===== config.mk =====
export PLATFORM = sky130hd
export DESIGN_NAME = mult_div_ctrl_flat
export DESIGN_NICKNAME = d
export VERILOG_FILES = /design/src/rtl/mult_div_ctrl_if.sv /design/src/rtl/mult_div_ctrl.sv /design/src/flat_wrapper.sv
export SDC_FILE = /design/constraint.sdc
export NUM_CORES = 1
export LEC_CHECK = 0
export BUFFER_PORTS_ARGS = -buffer_cell sky130_fd_sc_hd__buf_2
export CAP_MARGIN = 10
export CORE_MARGIN = 2
export CORE_UTILIZATION = 50
export CTS_CLUSTER_SIZE = 30
export DETAILED_ROUTE_END_ITERATION = 6
export PLACE_DENSITY = 0.69
export SLEW_MARGIN = 15
export SYNTH_ARGS = -nofsm -noshare
export SYNTH_HDL_FRONTEND = slang
export SYNTH_SLANG_ARGS = --single-unit

===== constraint.sdc =====
create_clock -name clock -period 3.7 [get_ports clock]
set_input_delay 0.37 -clock clock [delete_from_list [all_inputs] [get_ports clock]]
set_output_delay 0.37 -clock clock [all_outputs]
set_load 0.02 [all_outputs]

===== src/rtl/mult_div_ctrl_if.sv =====
// mult_div_ctrl_if
//   Handshake and result bundle between the main control FSM (master) and
//   the MULT/DIV sequencer (slave).
//   start/op/a/b/cancel : request side, driven by the master
//   busy/done/div_zero  : status, driven by the sequencer
//   hi/lo               : HI/LO register contents, driven by the sequencer
interface mult_div_ctrl_if #(
  parameter int WIDTH = 32
);
  logic             start;
  logic             op;
  logic [WIDTH-1:0] a;
  logic [WIDTH-1:0] b;
  logic             cancel;
  logic             busy;
  logic             done;
  logic             div_zero;
  logic [WIDTH-1:0] hi;
  logic [WIDTH-1:0] lo;

  modport master (
    output start, op, a, b, cancel,
    input  busy, done, div_zero, hi, lo
  );

  modport slave (
    input  start, op, a, b, cancel,
    output busy, done, div_zero, hi, lo
  );
endinterface


===== src/rtl/mult_div_ctrl.sv =====
// mult_div_ctrl
//   Multi-cycle sequencer for the signed MULT/DIV unit that owns HI/LO.
//   A one-cycle start latches the operand signs and magnitudes, then WIDTH
//   shift-add (MULT) or restoring (DIV) steps run on the magnitudes, a FIX
//   cycle applies the sign correction, writes HI/LO and pulses done.
// Ports
//   clock : rising-edge clock
//   reset : asynchronous active-low reset, clears all state and outputs
//   bus   : mult_div_ctrl_if.slave (start/op/a/b/cancel in,
//           busy/done/div_zero/hi/lo out, all outputs registered)
// Configuration
//   MULT_DIV_DIV0_EXC_EN : when defined, a divide by zero is caught in PREP,
//   pulses done+div_zero and leaves HI/LO untouched. When undefined the
//   divide runs its full length and div_zero is tied low.
module mult_div_ctrl #(
  parameter int WIDTH = 32
) (
  input logic            clock,
  input logic            reset,
  mult_div_ctrl_if.slave bus
);

  localparam int CNT_W = $clog2(WIDTH);

  typedef enum logic [1:0] {
    ST_IDLE = 2'd0,
    ST_PREP = 2'd1,
    ST_ITER = 2'd2,
    ST_FIX  = 2'd3
  } state_t;

  // Two's complement negate of a WIDTH-bit value
  function automatic logic [WIDTH-1:0] f_neg(input logic [WIDTH-1:0] v);
    return ~v + {{(WIDTH-1){1'b0}}, 1'b1};
  endfunction

  // Unsigned magnitude; the most negative value maps onto itself
  function automatic logic [WIDTH-1:0] f_mag(input logic [WIDTH-1:0] v);
    return v[WIDTH-1] ? f_neg(v) : v;
  endfunction

  state_t             r_state;
  logic               r_op;
  logic               r_sa;
  logic               r_sb;
  logic [WIDTH-1:0]   r_mag_a;
  logic [WIDTH-1:0]   r_mag_b;
  logic [2*WIDTH-1:0] r_acc;
  logic [CNT_W-1:0]   r_cnt;
  logic               r_busy;
  logic               r_done;
  logic [WIDTH-1:0]   r_hi;
  logic [WIDTH-1:0]   r_lo;
`ifdef MULT_DIV_DIV0_EXC_EN
  logic               r_div_zero;
`endif

  logic [WIDTH:0]     w_mul_sum;
  logic [2*WIDTH-1:0] w_mul_next;
  logic [WIDTH:0]     w_div_trial;
  logic [2*WIDTH-1:0] w_div_next;
  logic [2*WIDTH-1:0] w_prod;
  logic [WIDTH-1:0]   w_fix_hi;
  logic [WIDTH-1:0]   w_fix_lo;

  // One iteration step for both operations.
  // MULT: r_acc = {partial product, remaining multiplier}; add the
  //   multiplicand on the multiplier LSB, then shift the pair right.
  // DIV: r_acc = {remainder, quotient}; the trial subtract uses the bit
  //   shifted out of the remainder so nothing is lost on the left shift.
  always_comb begin
    w_mul_sum   = {1'b0, r_acc[2*WIDTH-1:WIDTH]} +
                  (r_acc[0] ? {1'b0, r_mag_b} : {(WIDTH+1){1'b0}});
    w_mul_next  = {w_mul_sum, r_acc[WIDTH-1:1]};
    w_div_trial = r_acc[2*WIDTH-1:WIDTH-1] - {1'b0, r_mag_b};
    if (w_div_trial[WIDTH]) begin
      w_div_next = {r_acc[2*WIDTH-2:0], 1'b0};
    end else begin
      w_div_next = {w_div_trial[WIDTH-1:0], r_acc[WIDTH-2:0], 1'b1};
    end
  end

  // Sign correction applied in FIX
  always_comb begin
    if (r_sa ^ r_sb) begin
      w_prod = ~r_acc + {{(2*WIDTH-1){1'b0}}, 1'b1};
    end else begin
      w_prod = r_acc;
    end
    if (r_op) begin
      w_fix_lo = (r_sa ^ r_sb) ? f_neg(r_acc[WIDTH-1:0]) : r_acc[WIDTH-1:0];
      w_fix_hi = r_sa ? f_neg(r_acc[2*WIDTH-1:WIDTH]) : r_acc[2*WIDTH-1:WIDTH];
    end else begin
      w_fix_hi = w_prod[2*WIDTH-1:WIDTH];
      w_fix_lo = w_prod[WIDTH-1:0];
    end
  end

  // Sequencer FSM with registered status and HI/LO outputs
  always_ff @(posedge clock or negedge reset) begin
    if (!reset) begin
      r_state    <= ST_IDLE;
      r_op       <= 1'b0;
      r_sa       <= 1'b0;
      r_sb       <= 1'b0;
      r_mag_a    <= {WIDTH{1'b0}};
      r_mag_b    <= {WIDTH{1'b0}};
      r_acc      <= {(2*WIDTH){1'b0}};
      r_cnt      <= {CNT_W{1'b0}};
      r_busy     <= 1'b0;
      r_done     <= 1'b0;
      r_hi       <= {WIDTH{1'b0}};
      r_lo       <= {WIDTH{1'b0}};
`ifdef MULT_DIV_DIV0_EXC_EN
      r_div_zero <= 1'b0;
`endif
    end else begin
      r_done     <= 1'b0;
`ifdef MULT_DIV_DIV0_EXC_EN
      r_div_zero <= 1'b0;
`endif
      case (r_state)
        ST_IDLE: begin
          if (bus.start && !bus.cancel) begin
            r_state <= ST_PREP;
            r_busy  <= 1'b1;
            r_op    <= bus.op;
            r_sa    <= bus.a[WIDTH-1];
            r_sb    <= bus.b[WIDTH-1];
            r_mag_a <= f_mag(bus.a);
            r_mag_b <= f_mag(bus.b);
          end else begin
            r_state <= ST_IDLE;
            r_busy  <= 1'b0;
          end
        end
        ST_PREP: begin
          if (bus.cancel) begin
            r_state <= ST_IDLE;
            r_busy  <= 1'b0;
`ifdef MULT_DIV_DIV0_EXC_EN
          end else if (r_op && (r_mag_b == {WIDTH{1'b0}})) begin
            r_state    <= ST_IDLE;
            r_busy     <= 1'b0;
            r_done     <= 1'b1;
            r_div_zero <= 1'b1;
`endif
          end else begin
            r_state <= ST_ITER;
            r_cnt   <= CNT_W'(WIDTH - 1);
            r_acc   <= {{WIDTH{1'b0}}, r_mag_a};
          end
        end
        ST_ITER: begin
          if (bus.cancel) begin
            r_state <= ST_IDLE;
            r_busy  <= 1'b0;
          end else begin
            r_acc <= r_op ? w_div_next : w_mul_next;
            if (r_cnt == {CNT_W{1'b0}}) begin
              r_state <= ST_FIX;
            end else begin
              r_cnt <= r_cnt - {{(CNT_W-1){1'b0}}, 1'b1};
            end
          end
        end
        ST_FIX: begin
          r_state <= ST_IDLE;
          r_busy  <= 1'b0;
          if (!bus.cancel) begin
            r_hi   <= w_fix_hi;
            r_lo   <= w_fix_lo;
            r_done <= 1'b1;
          end else begin
            r_done <= 1'b0;
          end
        end
        default: begin
          r_state <= ST_IDLE;
          r_busy  <= 1'b0;
        end
      endcase
    end
  end

  assign bus.busy = r_busy;
  assign bus.done = r_done;
  assign bus.hi   = r_hi;
  assign bus.lo   = r_lo;
`ifdef MULT_DIV_DIV0_EXC_EN
  assign bus.div_zero = r_div_zero;
`else
  assign bus.div_zero = 1'b0;
`endif

endmodule


===== src/flat_wrapper.sv =====
// flat-port wrapper written by rule: the top's interface ports become plain ports
module mult_div_ctrl_flat 
#(
  parameter int WIDTH = 32
)
  (clock, reset, bus_start, bus_op, bus_a, bus_b, bus_cancel, bus_busy, bus_done, bus_div_zero, bus_hi, bus_lo);
  mult_div_ctrl_if #(.WIDTH(WIDTH)) bus_i ();
  input logic clock;
  input logic reset;
  input wire logic [$bits(bus_i.start)-1:0] bus_start;
  input wire logic [$bits(bus_i.op)-1:0] bus_op;
  input wire logic [$bits(bus_i.a)-1:0] bus_a;
  input wire logic [$bits(bus_i.b)-1:0] bus_b;
  input wire logic [$bits(bus_i.cancel)-1:0] bus_cancel;
  output wire logic [$bits(bus_i.busy)-1:0] bus_busy;
  output wire logic [$bits(bus_i.done)-1:0] bus_done;
  output wire logic [$bits(bus_i.div_zero)-1:0] bus_div_zero;
  output wire logic [$bits(bus_i.hi)-1:0] bus_hi;
  output wire logic [$bits(bus_i.lo)-1:0] bus_lo;
  assign bus_i.start = bus_start;
  assign bus_i.op = bus_op;
  assign bus_i.a = bus_a;
  assign bus_i.b = bus_b;
  assign bus_i.cancel = bus_cancel;
  assign bus_busy = bus_i.busy;
  assign bus_done = bus_i.done;
  assign bus_div_zero = bus_i.div_zero;
  assign bus_hi = bus_i.hi;
  assign bus_lo = bus_i.lo;
  mult_div_ctrl #(.WIDTH(WIDTH)) u_core (.clock(clock), .reset(reset), .bus(bus_i));
endmodule

==> impl_results.md, run 1 <==
* Worst slack, placed at 59.3 ps
* VDD IR max at 0.441 mV
* Fmax at 292 MHz
* Total CTS buffers at 24
* Setup Crit Path Kind: flop to flop
* Number of fillers in the final layout at 2,761
* Placed Cells at 2,321
* Sequential fraction of the synthesis area at 0.338
* Area delta synth->final at 14.2%
* Worst Setup End Kind: flop
* CP Launch Type: flop
* Core ar. at 29,700 um^2
* Unique masters post-synth at 75
* Net Switching at 2940 uW
* Routed via count at 14,400
* First-pass GRT wire length at 71,200 um
* Slew @ Worst Pin at 904 ps
* Main flop type after synthesis: dfrtp_1
* WP data required at 4090 ps
* Slew headroom at 0.397
* CTS tree: built
* Die area at 31,600 um^2
* Finished Layout Cells at 2,367
* Sink Count at 204
* Asr flop ratio synth at 1.00
* Slew Viols, Final at 0
* Port bufs at 134
* Final setup fails at 0
* #FFs+latches synth at 204
* H-Tree Depth at 1
* Initial antenna violation count at 1
* Hold Fails Final Rpt at 2
* Final net count at 2,106
* Initial DRC Count at 1,334
* Global Route Usage Sum at 0.282
* Pre-antenna DRT Iters at 6
* Final setup margin at 275 ps
* Post-Route WL at 44,400 um
* Post-route clock skew at 14.6 ps
* Clock power share at 0.297
* Netlist Area Pre-Place at 15,100 um^2
* Hold Path Class: input port to async pin
* Clock root cell: clkbuf_16
* Footprint of the multi-input gates at 9290 um^2
* Clk buf depth at 3
* Hold Worst Slack at -15.5 ps
* Outcome: finished, violations left
* Sequential Power Share at 0.359
* Clk slew on worst S/H paths at 60 ps
* Dpl hpwl at 33,200 um
* EDFF count, synth at 0
* Internal power at 4930 uW
* Routed Antenna Nets at 0
* Sw Ratio at 0.373
* Post-Syn Nets at 1,986
* Vias per cell at 6.07
* Failing checks: negative hold slack
* Total gr overflow at 0
* Chip height at 178 um
* Syn_area_per_cell at 8.20 um^2
* Die X-Extent at 178 um
* Crit path max fanout at 19
* Lkg Pwr at 0.00807 uW
* Skew-Pair Late Insertion Delay at 530 ps
* Power consumption at 7870 uW
* DRC Markers at 0
* Cts hold-fix bufs at 0
* Worst EP arrival at 3810 ps
* Share of cells above drive strength 1 at 0.143
* Synth Warn # at 0
* Max-cap viol count at 0
* Largest net degree at the start of global routing at 110
* Final min period at 3430 ps
* PD cells at 457 nW/um^2
* Post-Syn Instances at 1,840
* Sequential cell area at 5110 um^2
* Initial Utilization at 0.508
* Combinational fraction of design power at 0.343
* Final Wtd Congestion at 0.951
* RSZ-0062 raised after global routing: false
* Final setup TNS at 0 ps
* Period utilization at 0.926
* Drt wl/cell at 18.8 um
* Top Ports at 136
* Cell row count at 63
* Vias in the first global route at 13,300
layer usage:
| layer | part of all wire | GRT usage | vias to the layer above | wire (um) |
|---|---|---|---|---|
| met4 | 0.021 | 0.0676 | 0 | 941 |
| met2 | 0.41 | 0.409 | 595 | 18300 |
| met3 | 0.083 | 0.0441 | 69 | 3670 |
| met1 | 0.49 | 0.435 | 6847 | 21600 |
| met5 | 0 | 0 | - | 0 |
| li1 | - | - | 6857 | - |
worst paths after layout:
path | startpoint | to | slack, ps | depth (start not counted)
worst max-delay path | u_core.r_acc[31] | u_core.r_acc[46] | 270 | 13
worst min-delay path | reset | u_core.r_mag_a[19] | -20 | 1
worst max register to register | u_core.r_acc[31] | u_core.r_acc[46] | 270 | 13
worst min register to register | u_core.bus.lo[18] | u_core.bus.lo[18] | 470 | 2
max in group asynchronous | reset | u_core.bus.hi[19] | 2650 | 2
min in group clock | bus_b[30] | u_core.r_mag_b[31] | 140 | 3
area by class of cell:
type                    instances  area share
diodes                          1    0.000145
clock buffers                  34      0.0399
clock inverters                 8     0.00516
inverters                      95      0.0209
multi-input cells            1434       0.539
flip-flops and latches        204       0.296
well taps                     390      0.0283
repair buffers                200      0.0696
repair inverters                1    0.000290
cell usage after synthesis, drive strengths merged (19+ instances only):
cell / number / share of area
nand2: 256 / 0.064
ha: 75 / 0.062
or3: 19 / 0.0079
nor3: 22 / 0.0073
nand3: 23 / 0.0076
o21ai: 231 / 0.077
a21oi: 82 / 0.027
inv: 95 / 0.024
nor2: 126 / 0.032
o31ai: 28 / 0.015
dfrtp: 204 / 0.34
clkbuf: 95 / 0.024
a21o: 27 / 0.013
a221oi: 31 / 0.018
a22oi: 19 / 0.0095
mux2i: 27 / 0.018
o211a: 29 / 0.019
xor2: 85 / 0.049
xnor2: 82 / 0.048
a31oi: 24 / 0.0099
o22ai: 33 / 0.014
repair_timing:
item                                    CTS  global route
resized for setup                         0             7
setup buffers                             0             2
endpoints found under the setup margin    0            28
critical path, cell delays in order, from the launching register on:
cell	delay, ps
dfrtp_1	390
inv_1	70
ha_1	230
fa_1	430
nor2b_1	170
o31a_1	230
o31ai_2	120
a211oi_2	300
nor3_1	130
o21ai_2	310
xor2_4	210
buf_4	330
mux2i_1	230
o221ai_1	130
cells in the final DEF (no fill, tap or decap), types with 16 or more instances in the layout:
cell type	netlist	layout
a211oi_1	18	16
a21o_1	27	27
a21oi_1	82	81
a221oi_1	31	31
a22oi_1	19	19
a31oi_1	24	24
buf_2	4	133
buf_4	1	64
clkbuf_16	0	24
dfrtp_1	204	202
ha_1	75	75
inv_1	95	94
mux2i_1	27	27
nand2_1	255	254
nand3_1	23	23
nand4_1	18	18
nor2_1	125	124
nor3_1	22	22
o211a_1	29	29
o21ai_0	226	226
o22ai_1	33	33
o31ai_1	26	25
or3_1	19	19
xnor2_1	82	81
xor2_1	85	84
power groups by stage:
stage                     clock network (uW)  logic, uW  registers, uW
after global routing                    2470       2990           2870
after CTS                               2370       2640           2810
after global placement                     0       2590           2840
final                                   2340       2700           2830
after detailed placement                   0       2630           2850
after floorplan                            0       1800           2830
cell families after synthesis:
logic type	Yosys count	share of synthesized area
DFF	204	0.338
other	1	0.000248
xor gates and xnor gates	167	0.0969
adders and majority gates	77	0.0648
muxes	33	0.0224
buffers and inverters	202	0.0509
AOI/OAI and AO/OA	608	0.260
and+or+nand+nor	548	0.167
through the flow:
step                      area (um^2)  utilization
after floorplan                 15100            -
after global placement          16400        0.552
after detailed placement        16400        0.552
after CTS                       17200        0.578
after global routing            17200        0.580
final                           17200        0.580
flip-flops by register name, summed over array words and instances, names as in the netlist:
| register | count |
|---|---|
| u_core.r_mag_b | 32 |
| u_core.r_sa | 1 |
| u_core.r_op | 1 |
| u_core.r_sb | 1 |
| u_core.bus.hi | 32 |
| u_core.r_mag_a | 32 |
| u_core.bus.done | 1 |
| u_core.bus.lo | 32 |
| u_core.r_state | 2 |
| u_core.r_cnt | 5 |
| u_core.bus.busy | 1 |
| u_core.r_acc | 64 |
Power figures use the tool's default switching activity.
==> run 2: changes to the inputs <==
--- a/config.mk
+++ b/config.mk
@@ -5,13 +5,14 @@
 export SDC_FILE = /design/constraint.sdc
 export NUM_CORES = 1
 export LEC_CHECK = 0
+export ABC_AREA = 1
 export BUFFER_PORTS_ARGS = -buffer_cell sky130_fd_sc_hd__buf_2
-export CAP_MARGIN = 10
+export CAP_MARGIN = 40
 export CORE_MARGIN = 2
 export CORE_UTILIZATION = 50
 export CTS_CLUSTER_SIZE = 30
 export DETAILED_ROUTE_END_ITERATION = 6
-export PLACE_DENSITY = 0.69
+export PLACE_DENSITY = 0.68
 export SLEW_MARGIN = 15
 export SYNTH_ARGS = -nofsm -noshare
 export SYNTH_HDL_FRONTEND = slang
==> run 2 against run 1 <==
Net effect: the flow now finishes without violations; final area rose by 16%; global-route usage rose by 6.5 points; worst hold slack improved by 80 ps; cell count rose by 47%; combinational power rose by 56%; clock power rose by 17%; via count rose by 34%; core utilization fell by 1.7 points; critical endpoint is now u_core.r_acc[42]; largest cell class unchanged.
==> impl_results.md, run 2 <==
* Footprint of the multi-input gates at 10,800 um^2 (+17%)
* Sink Count at 204 (unchanged)
* EDFF count, synth at 0 (unchanged)
* Routed via count at 19,300 (+34%)
* Top Ports at 136 (unchanged)
* Area delta synth->final at 11.6%
* Top cell type by total area after synthesis: dfrtp_1
* Port bufs at 134 (unchanged)
* Post-route clock skew at 25.3 ps (+10.7 ps)
* Number of fillers in the final layout at 3,606 (+31%)
* VDD IR max at 0.405 mV (-8.2%)
* RSZ-0062 raised after global routing: false
* Pre-antenna DRT Iters at 5 (-1)
* Drt wl/cell at 18.5 um (-1.5%)
* Fmax at 325 MHz (+11%)
* #FFs+latches synth at 204 (unchanged)
* Die area at 37,300 um^2 (+18%)
* Main flop type after synthesis: dfrtp_1
* Final Wtd Congestion at 0.959 (+0.84%)
* Setup Crit Path Kind: flop to flop
* CTS tree: built
* Hold Path Class: input port to flop
* Slew Viols, Final at 0 (unchanged)
* Synth Warn # at 0 (unchanged)
* Period utilization at 0.830 (-0.0954)
* Sequential fraction of the synthesis area at 0.286 (-0.0525)
* DRC Markers at 0 (unchanged)
* CP Launch Type: flop
* Die X-Extent at 193 um (+8.6%)
* Final setup fails at 0 (unchanged)
* Dpl hpwl at 51,200 um (+54%)
* Clock root cell: clkbuf_16
* Clk slew on worst S/H paths at 60 ps (about the same)
* Cell row count at 69 (+9.5%)
* Post-Syn Nets at 3,032 (+53%)
* Synth top area share at 0.286 (-0.0525)
* Worst EP arrival at 3490 ps (-320 ps)
* Post-Syn Instances at 2,886 (+57%)
* Lkg Pwr at 0.0108 uW (+34%)
* H-Tree Depth at 1 (unchanged)
* Syn_area_per_cell at 6.19 um^2 (-25%)
* Final min period at 3070 ps (-353 ps)
* Chip height at 193 um (+8.6%)
* Synth area leaders: dfrtp_1, nand2_1, inv_1
* Hold Fails Final Rpt at 0 (-2)
* Largest net degree at the start of global routing at 89 (-19%)
* Asr flop ratio synth at 1.00 (unchanged)
* Share of cells above drive strength 1 at 0.0887 (-0.0545)
* Initial DRC Count at 1,667 (+25%)
* Slew headroom at 0.477 (+0.0791)
* Max-cap viol count at 0 (unchanged)
* Finished Layout Cells at 3,470 (+47%)
* Total gr overflow at 0 (unchanged)
* Commonest cells after routing, fill and taps aside: nand2_1, inv_1, nor2_1, nand3_1, dfrtp_1
* First-pass GRT wire length at 99,700 um (+40%)
* Worst Setup End Kind: flop
* Vias in the first global route at 18,000 (+36%)
* WP data required at 4120 ps (+30 ps)
* Post-Route WL at 64,200 um (+44%)
* Outcome: finished clean
* PD cells at 502 nW/um^2 (+10%)
* Global Route Usage Sum at 0.347 (+0.0655)
* Core ar. at 35,400 um^2 (+19%)
* Final net count at 3,138 (+49%)
* Antenna cells at 0 (-1)
* Initial antenna violation count at 0 (-1)
* Skew-Pair Late Insertion Delay at 580 ps (+50 ps)
* Final setup TNS at 0 ps (unchanged)
* Vias per cell at 5.55 (-8.6%)
* Synth top cells by count: nand2_1, inv_1, nor2_1, nand3_1, dfrtp_1
* Placed Cells at 3,424 (+48%)
* Register name with the most flops: u_core.r_acc
* Total CTS buffers at 26 (+8.3%)
* Most common cell after layout, fill and taps aside: nand2_1
* Power consumption at 10,000 uW (+27%)
* Slew @ Worst Pin at 785 ps (-119 ps)
* Unique masters post-synth at 54 (-28%)
* Sequential cell area at 5110 um^2 (about the same)
* Routed Antenna Nets at 0 (unchanged)
* Max FFs per register at 64 (unchanged)
* Crit path max fanout at 30 (+11)
* Initial Utilization at 0.505 (-0.00308)
* Clk buf depth at 3 (unchanged)
* Post_cts resized at 0 (unchanged)
* Top-count cell post-synth: nand2_1
* Netlist Area Pre-Place at 17,900 um^2 (+18%)
==> run 2: cell count changes in the layout (fill, tap and decap cells not counted), sizes merged, moves of 31 or more <==
cell | previous run | this run
inv | 95 | 407
a221oi | 31 | 0
nand2 | 256 | 964
buf | 199 | 167
o21ai | 231 | 191
xnor2 | 82 | 24
nor2 | 126 | 291
nand3 | 23 | 258
a21oi | 82 | 123
==> run 2: kinds of logic (layout without fill, tap and decap cells) <==
kind of cell               Yosys count  in the layout  share of synthesized area
and+or+nand+nor                   1630           1630                      0.385
buffers and inverters              498            621                      0.109
AOI/OAI and AO/OA                  391            391                      0.123
DFF                                204            204                      0.286
xor gates and xnor gates            84             84                     0.0412
adders and majority gates           77             77                     0.0548
other                                1              1                   0.000210
muxes                                1              1                   0.000560
==> run 2: per-layer routing <==
layer  vias up  track usage  share of wire
li1       9463            -              -
met1      8891        0.491           0.45
met2       769        0.524           0.42
met3       132       0.0677          0.091
met4         0        0.132          0.040
met5         -            0              0
==> run 2: area by class of cell <==
cell class | count | share of cell area
Timing Repair Buffer | 169 | 0.0490
Multi-Input combinational cell | 2184 | 0.544
Sequential cell | 204 | 0.256
Tap cell | 461 | 0.0289
Inverter | 407 | 0.0766
Clock buffer | 36 | 0.0365
Clock inverter | 9 | 0.00917
==> run 2: critical path, stage by stage (launching register included) <==
cell and delay (ps):
dfrtp_1 500, inv_1 150, ha_1 250, fa_1 400, inv_1 100, nand2_1 50
nand2_1 70, nand3_1 80, nand2_2 110, nand2_2 50, nand2_2 100, nand2_2 80
nand3_1 90, nand2_2 370, nor2_4 260, nand2_1 70, nand3_1 90, o21ai_1 80
==> run 2: repair_timing <==
action | 4_1_cts | 5_1_grt
setup buffers | 0 | 0
endpoints found under the setup margin | 0 | 0
endpoints found under the hold margin | 73 | 0
hold buffers | 1 | 0
==> run 2: worst paths after layout <==
| path | start | endpoint | slack (ps) | cells past startpoint |
|---|---|---|---|---|
| max | u_core.r_acc[31] | u_core.r_acc[42] | 630 | 17 |
| min | bus_op | u_core.r_op | 60 | 3 |
| max reg2reg | u_core.r_acc[31] | u_core.r_acc[42] | 630 | 17 |
| min reg2reg | u_core.bus.hi[31] | u_core.bus.hi[31] | 470 | 2 |
| max in group asynchronous | reset | u_core.r_mag_a[3] | 2310 | 3 |
| min in group asynchronous | reset | u_core.bus.lo[12] | 390 | 2 |
==> run 2: through the flow <==
stage                     area [um^2]   util  hold WS [ps]  setup WS (ps)
after CTS                       19900  0.563          56.0            672
final                           19900  0.563          64.2            628
after global routing            19900  0.563          88.4            338
after floorplan                 17900      -          74.4           1130
after detailed placement        19000  0.537           451            701
after global placement          19000  0.536           452            799
==> run 2: report_power, final <==
group | total [uW] | internal [uW] | switching [uW]
registers | 3070 | 2590 | 478
clock network | 2730 | 1660 | 1070
logic | 4210 | 1330 | 2880
total | 10000 | 5580 | 4430
